===== config.mk =====
export PLATFORM = sky130hd
export DESIGN_NAME = cntr_load_sched
export DESIGN_NICKNAME = d
export VERILOG_FILES = /design/src/rtl/cntr_load_sched.sv
export SDC_FILE = /design/constraint.sdc
export NUM_CORES = 1
export LEC_CHECK = 0
export ABC_AREA = 0
export BUFFER_PORTS_ARGS = -buffer_cell sky130_fd_sc_hd__buf_2
export CAP_MARGIN = 20
export CORE_MARGIN = 4
export CORE_UTILIZATION = 56
export CTS_CLUSTER_SIZE = 10
export DETAILED_ROUTE_END_ITERATION = 8
export GPL_TIMING_DRIVEN = 0
export HOLD_SLACK_MARGIN = 0.06
export PLACE_DENSITY = 0.94
export SYNTH_ARGS = -nofsm -noshare
export SYNTH_HDL_FRONTEND = slang
export SYNTH_SLANG_ARGS = --single-unit

===== constraint.sdc =====
create_clock -name clk -period 3.2 [get_ports clk]
set_input_delay 0.48 -clock clk [delete_from_list [all_inputs] [get_ports clk]]
set_output_delay 0.48 -clock clk [all_outputs]
set_load 0.02 [all_outputs]

===== src/rtl/cntr_load_sched.sv =====
`default_nettype none
// ============================================================================
// Module      : cntr_load_sched
// Description : Round-robin session scheduler for one shared, loadable 4-bit
//               wrap counter. Each session:
//                 - loads the winner's start value into the counter,
//                 - runs until the counter has wrapped a requested number
//                   of times,
//                 - then pulses done for that requester.
// Ports       : clk        - clock, rising edge active
//               rst_n      - asynchronous active-low reset
//               req        - per-requester session request (level)
//               req_val    - per-requester load value, 4 bits per requester
//               req_wraps  - per-requester session length in wraps (0 -> 1)
//               cnt_q      - shared counter's current count
//               cnt_ld     - load strobe to the shared counter
//               cnt_ld_val - load value to the shared counter
//               gnt        - one-hot grant, high during LOAD and RUN
//               done       - one-cycle session-complete pulse per requester
//               busy       - high whenever the scheduler is not idle
// Revision    : 1.0 - initial release
// ============================================================================
module cntr_load_sched #(
  parameter int N_REQ = 4
) (
  input  logic                 clk,
  input  logic                 rst_n,
  input  logic [N_REQ-1:0]     req,
  input  logic [4*N_REQ-1:0]   req_val,
  input  logic [4*N_REQ-1:0]   req_wraps,
  input  logic [3:0]           cnt_q,
  output logic                 cnt_ld,
  output logic [3:0]           cnt_ld_val,
  output logic [N_REQ-1:0]     gnt,
  output logic [N_REQ-1:0]     done,
  output logic                 busy
);

  localparam int IW = (N_REQ > 1) ? $clog2(N_REQ) : 1;

  typedef enum logic [1:0] {
    ST_IDLE = 2'd0,
    ST_LOAD = 2'd1,
    ST_RUN  = 2'd2,
    ST_DONE = 2'd3
  } state_t;

  state_t          r_state;
  logic [IW-1:0]   r_rr_ptr;
  logic [IW-1:0]   r_win;
  logic [3:0]      r_target;
  logic [4:0]      r_wrap_cnt;

  // Per-requester views of the packed value/length buses.
  logic [3:0]      w_val_arr   [N_REQ];
  logic [3:0]      w_wraps_arr [N_REQ];

  genvar gi;
  generate
    for (gi = 0; gi < N_REQ; gi++) begin : g_slice
      assign w_val_arr[gi]   = req_val[4*gi +: 4];
      assign w_wraps_arr[gi] = req_wraps[4*gi +: 4];
    end
  endgenerate

  // Round-robin pick: scan from r_rr_ptr upward (modulo N_REQ) and take the
  // first requester with req high.
  logic            w_found;
  logic [IW-1:0]   w_win;
  logic [IW-1:0]   w_idx;

  always_comb begin
    w_found = 1'b0;
    w_win   = r_rr_ptr;
    w_idx   = r_rr_ptr;
    for (int k = 0; k < N_REQ; k++) begin
      w_idx = IW'((int'(r_rr_ptr) + k) % N_REQ);
      if (!w_found && req[w_idx]) begin
        w_found = 1'b1;
        w_win   = w_idx;
      end
    end
  end

  logic [N_REQ-1:0] w_win_oh;
  logic [N_REQ-1:0] w_cur_oh;
  logic [3:0]       w_new_target;
  logic             w_wrap;
  logic [4:0]       w_wrap_inc;
  logic             w_last_wrap;

  assign w_win_oh     = {{(N_REQ-1){1'b0}}, 1'b1} << w_win;
  assign w_cur_oh     = {{(N_REQ-1){1'b0}}, 1'b1} << r_win;
  // A zero-length request still runs for one wrap.
  assign w_new_target = (w_wraps_arr[w_win] == 4'h0) ? 4'h1 : w_wraps_arr[w_win];
  // Every RUN cycle with the counter at F is one wrap; with a load value of F
  // the counter sits at F so every cycle counts.
  assign w_wrap       = (cnt_q == 4'hF);
  assign w_wrap_inc   = r_wrap_cnt + 5'd1;
  assign w_last_wrap  = w_wrap && (w_wrap_inc == {1'b0, r_target});

  // Single state machine; all outputs are registered and set on the edge
  // that enters the state they belong to.
  always_ff @(posedge clk or negedge rst_n) begin
    if (!rst_n) begin
      r_state    <= ST_IDLE;
      r_rr_ptr   <= '0;
      r_win      <= '0;
      r_target   <= 4'h1;
      r_wrap_cnt <= 5'd0;
      cnt_ld     <= 1'b0;
      cnt_ld_val <= 4'h0;
      gnt        <= '0;
      done       <= '0;
      busy       <= 1'b0;
    end else begin
      case (r_state)
        ST_IDLE: begin
          if (w_found) begin
            r_state    <= ST_LOAD;
            r_win      <= w_win;
            r_target   <= w_new_target;
            r_wrap_cnt <= 5'd0;
            cnt_ld     <= 1'b1;
            cnt_ld_val <= w_val_arr[w_win];
            gnt        <= w_win_oh;
            busy       <= 1'b1;
          end
        end

        ST_LOAD: begin
          r_state <= ST_RUN;
          cnt_ld  <= 1'b0;
        end

        ST_RUN: begin
          if (w_wrap) begin
            r_wrap_cnt <= w_wrap_inc;
            if (w_last_wrap) begin
              r_state  <= ST_DONE;
              gnt      <= '0;
              done     <= w_cur_oh;
              // Next arbitration starts just past this session's winner.
              r_rr_ptr <= (r_win == IW'(N_REQ - 1)) ? '0 : r_win + 1'b1;
            end
          end
        end

        ST_DONE: begin
          r_state <= ST_IDLE;
          done    <= '0;
          busy    <= 1'b0;
        end

        default: begin
          r_state <= ST_IDLE;
          cnt_ld  <= 1'b0;
          gnt     <= '0;
          done    <= '0;
          busy    <= 1'b0;
        end
      endcase
    end
  end

endmodule
`default_nettype wire


== Word level (Yosys, flattened, before mapping) ==
Cells that the tools add are included.

* Add/sub/neg operators: 5
* Order comparisons: 5
* Eq/ne operators: 9
* Shifts and indexed selects: 2
* Multiplexer cells: 40
* Bitwise operators: 1
* Reductions and logical operators: 21

{| class="wikitable"
|+ Operators with widths
! kind !! number
|-
| 2-to-1 mux 4 bit || 10
|-
| binary-select mux 4 bit (select 2 bit) || 2
|-
| case mux 4 bit (2 select lines) || 2
|-
| 2-to-1 mux 2 bit || 7
|-
| < comparator 2 x 3 -> 1 bit, second input constant || 4
|-
| AND reduction 3 bit || 4
|-
| 2-to-1 mux 5 bit || 2
|-
| case mux 5 bit (2 select lines) || 1
|-
| 2-to-1 mux 1 bit || 9
|-
| binary-select mux 1 bit (select 2 bit) || 4
|-
| case mux 2 bit (4 select lines) || 1
|-
| nonzero test 2 bit || 4
|-
| << shifter 1 x 2 -> 4 bit, first input constant || 2
|-
| equality test 2 bit, second input constant || 3
|-
| inequality test 2 bit, second input constant || 3
|-
| AND reduction 2 bit || 3
|-
| adder 5 x 1 -> 5 bit, second input constant || 1
|-
| equality test 5 x 4 -> 1 bit || 1
|-
| adder 2 x 1 -> 2 bit, second input constant || 2
|-
| adder 2 bit, second input constant || 2
|-
| equality test 4 bit, second input constant || 1
|-
| logical AND 1 bit || 4
|-
| zero test 4 bit || 1
|-
| case mux 1 bit (2 select lines) || 2
|-
| 6 further kinds || 8
|}

* Flip-flop bits (word level): 29
* Word-level logic and storage cells: 93

== Logic depth before layout (Yosys ltp) ==
Gate-level depths: netlist of the first run.

* Depth in word-level cells: 18
* Mapped depth: 8
* Depth with buffers taken out: 7

== Worst setup path after synthesis of the first run ==
No wires, ideal clock.

* Path kind: register to register
* Start: register r_wrap_cnt[0]
* End: register r_state[1]
* Library setup time: 128 ps
* Arrival time: 2019 ps
* Required time: 3072 ps
* Setup slack: 1054 ps
* Cell stages (with the launch flop): 8
* Path buffers: 0
* Clock period less this slack: 2146 ps
* Cell sequence: dfrtp_1 > ha_1 > and4b_1 > a22oi_1 > a211oi_1 > nor2b_1 > or2_1 > mux2_1

* Word-level cells in the longest chain between the ends: 5

{| class="wikitable"
|+ Ends and longest elaborated chain
! item !! line !! text
|-
| from (decl) || 52 || <nowiki>logic [4:0] r_wrap_cnt;</nowiki>
|-
| from (signal assigned) || 138 || <nowiki>r_wrap_cnt <= w_wrap_inc;</nowiki>
|-
| adder 5 x 1 -> 5 bit || 99 || <nowiki>assign w_wrap_inc = r_wrap_cnt + 5'd1;</nowiki>
|-
| equality test 5 x 4 -> 1 bit || 100 || <nowiki>assign w_last_wrap = w_wrap && (w_wrap_inc == {1'b0, r_target});</nowiki>
|-
| logical AND 1 bit || 100 ||
|-
| inequality test 2 bit (no source line) || n/a ||
|-
| AND reduction 3 bit (no source line) || n/a ||
|-
| to (signal assigned) || 106 || <nowiki>r_state <= ST_IDLE;</nowiki>
|-
| to (signal assigned) || 120 || <nowiki>r_state <= ST_LOAD;</nowiki>
|-
| to (signal assigned) || 132 || <nowiki>r_state <= ST_RUN;</nowiki>
|-
| to (decl) || 48 || <nowiki>state_t r_state;</nowiki>
|}

No other way between the ends.
A chain may end at the register's enable or synchronous reset.

== Final worst setup path of the first run ==
Ends and elaborated chain as after synthesis.

==> run metrics, run 1 <==
status complete, no violations; R2R cell count 7; Core Util, Final 0.7073; clk slew on worst S/H paths 110 ps; Core Area 3390 um2; combinational share of power 0.542; number of synthesized flops with an enable pin 0; final worst-path setup slack 785.1 ps; Total GRT Usage 0.2464; vias in the first global route 1965; Seq/Total Area, Yosys 0.3618; R2R Path Start r_wrap_cnt[0]; Detailed Routing Iterations Pass 1 4; row cnt 21; die footprint 4610 um2; drt total wl 5.231 mm; Clock power frac 0.125; Placed Area approximately 2300 um2; power per cell area 777.2 nW/um2; I/O pins 56; Async SR Flop Fraction 1.000; DR vias 1999; Synth Cell Area 2009 um2; met1 usage 0.2854; met2 Track Usage GR 0.4313; Main synth FF type dfrtp_1; Ys Warns 0; largest cells by area after synthesis dfrtp_1 (35%), mux2i_1 (6.0%), nand2_1 (5.8%); busiest grt layer met2; hold buffer count at CTS 0; RSZ-0062 raised after global routing false; Internal 0.0009792 W; Worst Max-Slew Pin Slew 670.0 ps; critical path arrival 2650 ps; initial antenna violation count 0; CTS sink cnt 29; top cells by count, synth nand2_1 (31), dfrtp_1 (28), nor2_1 (16), o21ai_0 (16), inv_1 (14); Distinct cells, synth around 50; pre-CTS setup slack 702.6 ps; share of cells above drive strength 1 0.2601; Yosys top cell by area dfrtp_1; Synthesized Nets between 200 and 300; top-count cell post-synth nand2_1; max_cap viols 0; root buf cell clkbuf_4; Buffers on Ports 55; switching power 0.0008839 W; Inserted Clock Buffers 5; Synth-to-Final Area Change 19.30%; Critical Path RT 3430 ps; Final #Nets roughly 350; chip width 67.90 um; Avg WL per Cell roughly 15 um; largest net degree at the start of global routing 30; Worst-Skew Late Latency ~350 ps; Die H 67.90 um; Worst Hold Class primary input to asynchronous set/reset pin; Max Clk Rate 414.1 MHz; final setup fails 0; met3 Use GR 0.04762; Initial DRC Count 121; sequential share of power 0.333; WS Path Type flop to flop; syn_area_per_cell between 8 and 9 um2; final hold violation count 0; Reg2Reg Setup Slack 790 ps; routability congestion estimate about 0.89; peak supply drop 0.0005898 V; Pleak 1.193 nW; fillers 267; Finished Cell Area 2397 um2; vias per inst slightly below 6; # diodes 0; worst-case clock buffer depth 2; post-route clock period utilization 0.7547; Pwr Total 0.001863 W; clock skew 10.12 ps; number of synthesized register bits 29; PostCTS Resize Cnt 0; first-pass GRT wire length 8.549 mm; RR Endpoint r_state[1]; Total Neg Setup Slack 0 ps; Final ANT Viol Nets 0; fin. max-slew vios 0; post-CTS setup buffer count 0; total grt overflow 0; Crit Path Max Fanout 7; htree depth 2; Sw Ratio 0.4744; starting density of the core 0.5928; DRC violations left 0; Setup crit end kind flop; Synth top area share 0.3487; hpwl dp 3.986 mm; critical path launch point type flop; Max-slew headroom 0.5534; Synth Instances 233; Final Critical Period 2415 ps; CTS tree yes
## routing by layer
layer | wire, um | part of all wire | up-vias
met2 | 2684 | 0.51 | 82
met5 | 0 | 0 | -
met1 | 2051 | 0.39 | 939
li1 | - | - | 956
met3 | 317 | 0.061 | 22
met4 | 177 | 0.034 | 0
## critical path: stages, from the launching register on
cell	delay [ps]
dfrtp_1	490
ha_1	330
and4b_1	220
a22oi_1	80
a211oi_1	360
nor2b_1	200
or2_1	300
mux2_1	320
## how the worst max path moves through the flow
stage,end,cells after the start,from
after floorplan,r_state[1],7,r_wrap_cnt[0]
after global placement,r_target[1],8,req[3]
after detailed placement,cnt_ld_val[2],8,req[3]
after CTS,r_state[1],7,r_wrap_cnt[0]
after global routing,r_state[1],7,r_wrap_cnt[0]
final,r_state[1],7,r_wrap_cnt[0]
## per-stage QoR
stage / instances / hold WS [ps]
floorplan: 233 / 184.4
global placement: 334 / 466.4
detailed placement: 334 / 480.2
CTS: 342 / 179.4
global route: 342 / 207.9
finish: 342 / 150.5
## registers in the layout, indices dropped and copies added (netlist names)
register and count:
r_wrap_cnt 5, busy 1, gnt 4, done 4, cnt_ld_val 4, cnt_ld 1
r_rr_ptr 2, r_win 2, r_target 4, r_state 2
## logic make-up after synthesis
kind of cell,after synthesis,share of synthesized area
multiplexers,18,0.09340
adder cells (fa/ha/maj),9,0.05604
flip-flops,29,0.3618
buffers and inverters,26,0.05355
AO/OA/AOI/OAI,59,0.1968
XOR/XNOR,5,0.02180
AND/OR/NAND/NOR,87,0.2167
## power groups by stage
stage	sequential, W	clock [W]	combinational, W
after floorplan	0.000700	0	0.000616
after global placement	0.000619	0	0.000945
after detailed placement	0.000626	0	0.00100
after CTS	0.000619	0.000231	0.00101
after global routing	0.000639	0.000242	0.00112
final	0.000620	0.000232	0.00101
## area by class of cell
| class | instances | area, um2 | share of cell area |
|---|---|---|---|
| Buffer | 12 | 55.05 | 0.02296 |
| Clock buffer | 5 | 37.54 | 0.01566 |
| Clock inverter | 3 | 17.52 | 0.007307 |
| Inverter | 14 | 52.55 | 0.02192 |
| Multi-Input combinational cell | 178 | 1175 | 0.4901 |
| Sequential cell | 29 | 726.9 | 0.3032 |
| Tap cell | 46 | 57.56 | 0.02401 |
| Timing Repair Buffer | 55 | 275.3 | 0.1148 |
## cells in the final DEF, fill, tap and decap left out, types with 8 or more instances in the layout
master / n
inv_1: 14
nand2_1: 31
nor2b_1: 12
o21ai_0: 16
dfrtp_1: 28
nor3_1: 8
nor2_1: 16
buf_2: 60
mux2i_1: 12
ha_1: 9
Note: power is estimated with default switching activity, not from simulation.
==> inputs of run 2 (changes only) <==
- CORE_UTILIZATION: 56 -> 47
- PLACE_DENSITY: 0.94 -> 0.85
- clock period: 3.2 -> 1.99 ns (I/O delays scaled with it)
==> run 2 against run 1 <==
The run now ends with negative setup slack left. Register-to-register slack got worse by 800 ps. Non-clock buffer count rose by 10. First-iteration DRC count fell by 0.83%. Sequential power rose by 63%. Critical path type unchanged.
==> run metrics, run 2 (synthesis results as in run 1) <==
status complete, but fails checks; failing checks negative setup slack; # diodes 0; R2R Path Start r_wrap_cnt[0]; critical path launch point type flop; Crit Path Max Fanout 7; fin. max-slew vios 0; die footprint between 5000 and 6000 um2; combinational share of power 0.562; starting density of the core 0.4952; CTS sink cnt 29; Pwr Total 0.003388 W; switching power 0.001491 W; Initial DRC Count 120; first-pass GRT wire length 8.411 mm; clk slew on worst S/H paths 70 ps; power per cell area between 1000 and 1500 nW/um2; CTS tree yes; Inserted Clock Buffers 5; sequential share of power 0.299; Clock power frac 0.139; largest net degree at the start of global routing 30; Total GRT Usage 0.2018; Largest register FFs 5; Detailed Routing Iterations Pass 1 4; Final Critical Period roughly 2000 ps; Max-slew headroom 0.5712; Worst Hold Class primary input to asynchronous set/reset pin; htree depth 2; Sw Ratio 0.4400; Internal about 0.0019 W; Finished Cell Area approximately 2700 um2; Final #Nets around 360; Pleak 1.323 nW; total grt overflow 0; Final ANT Viol Nets 0; clock skew 6.258 ps; RR Endpoint r_state[1]; final worst-path setup slack -15.08 ps; hold buffer count at CTS 0; final hold violation count 0; vias per inst 5.604; Worst-Skew Late Latency 290 ps; worst-case clock buffer depth 2; Hold Slack around 36 ps; R2R cell count 7; DRC violations left 0; pre-CTS setup slack -417.9 ps; post-route clock period utilization 1.008; Setup crit end kind flop; RSZ-0062 raised after global routing true; peak supply drop 0.0007133 V; Synth-to-Final Area Change 33.13%; commonest non-fill, non-tap cell in the layout buf_2; final setup fails 3; largest register by flop count r_wrap_cnt; max_cap viols 0; Reg2Reg Setup Slack -20 ps; Core Area slightly above 4000 um2; Critical Path RT 2160 ps; I/O pins 56; DR vias 1995; Max Clk Rate roughly 500 MHz; Buffers on Ports between 50 and 60; Placed Area 2367 um2; root buf cell clkbuf_8; row cnt 23; vias in the first global route 1933; WS Path Type flop to flop; Worst Max-Slew Pin Slew 643.2 ps; Die H 73.39 um; initial antenna violation count 0; drt total wl ~5.2 mm; chip width 73.39 um; Avg WL per Cell about 15 um; origin of the worst setup path r_wrap_cnt[0]; critical path arrival 2180 ps; hpwl dp 3.754 mm; share of cells above drive strength 1 0.3758; most frequent cells in the layout buf_2 (59), nand2_1 (29), dfrtp_1 (27); routability congestion estimate a little over 0.8
==> run 2: cell types whose count changed in the layout (fill, tap and decap cells not counted), moves of 3 or more <==
cell | previous run | this run
buf_4 | 1 | 9
clkbuf_2 | 0 | 3
clkbuf_4 | 5 | 0
clkbuf_8 | 0 | 5
mux2_4 | 0 | 3
nor2_1 | 16 | 13
nor2_2 | 0 | 3
nor2b_1 | 12 | 9
nor2b_2 | 0 | 3
o21ai_1 | 6 | 2
o21ai_2 | 0 | 4
o311ai_0 | 3 | 0
==> run 2: cell type report <==
type	count	area (um2)
tap	50	62.56
inverter	14	52.55
buffer	12	72.57
multi-input combinational	178	1309
clock buffer	6	72.57
clock inverter	2	10.01
fill	326	1383
timing repair buffer	65	367.9
sequential	29	728.2
==> run 2: per-layer routing <==
layer  vias up  part of all wire  track usage
met5         -                 0            0
met4         0             0.021      0.08249
met3        10             0.062      0.06019
met2        63              0.49       0.3347
met1       948              0.42       0.2440
li1        974                 -            -
==> run 2: per-stage QoR <==
step	instances	utilization	TNS, ps
after floorplan	233	-	0
after global placement	338	0.5834	-4089
after detailed placement	338	0.5834	-4426
after CTS	352	0.6238	0
after global routing	356	0.6593	-485.8
final	356	0.6593	-31.96
==> run 2: timing repair <==
item	4_1_cts	5_1_grt
buffers inserted	6	3
gates cloned	0	1
pin swaps	5	4
setup endpoints to repair	15	22
gates resized for setup	12	28
==> run 2: worst max path at each step <==
stage / endpoint / slack (ps) / depth (start not counted)
after floorplan: r_state[1] / 10 / 7
after global placement: r_target[1] / -420 / 8
after detailed placement: r_target[1] / -420 / 8
after CTS: done[1] / 4 / 7
after global routing: r_target[1] / -100 / 8
final: r_state[1] / -20 / 7
==> run 2: critical path, cell delays in order, from the launching register on <==
cell,delay [ps]
dfrtp_2,410
ha_4,190
and4b_1,210
a22oi_2,80
a211oi_2,310
nor2b_2,110
or2_4,290
mux2_4,300
==> run 2: power groups by stage <==
stage	Combinational, W	Sequential (W)	Clock [W]
finish	0.00190	0.00101	0.000471
floorplan	0.000999	0.00113	0
detailed placement	0.00158	0.00101	0
CTS	0.00167	0.00100	0.000482
global route	0.00209	0.00104	0.000506
global placement	0.00153	0.000997	0
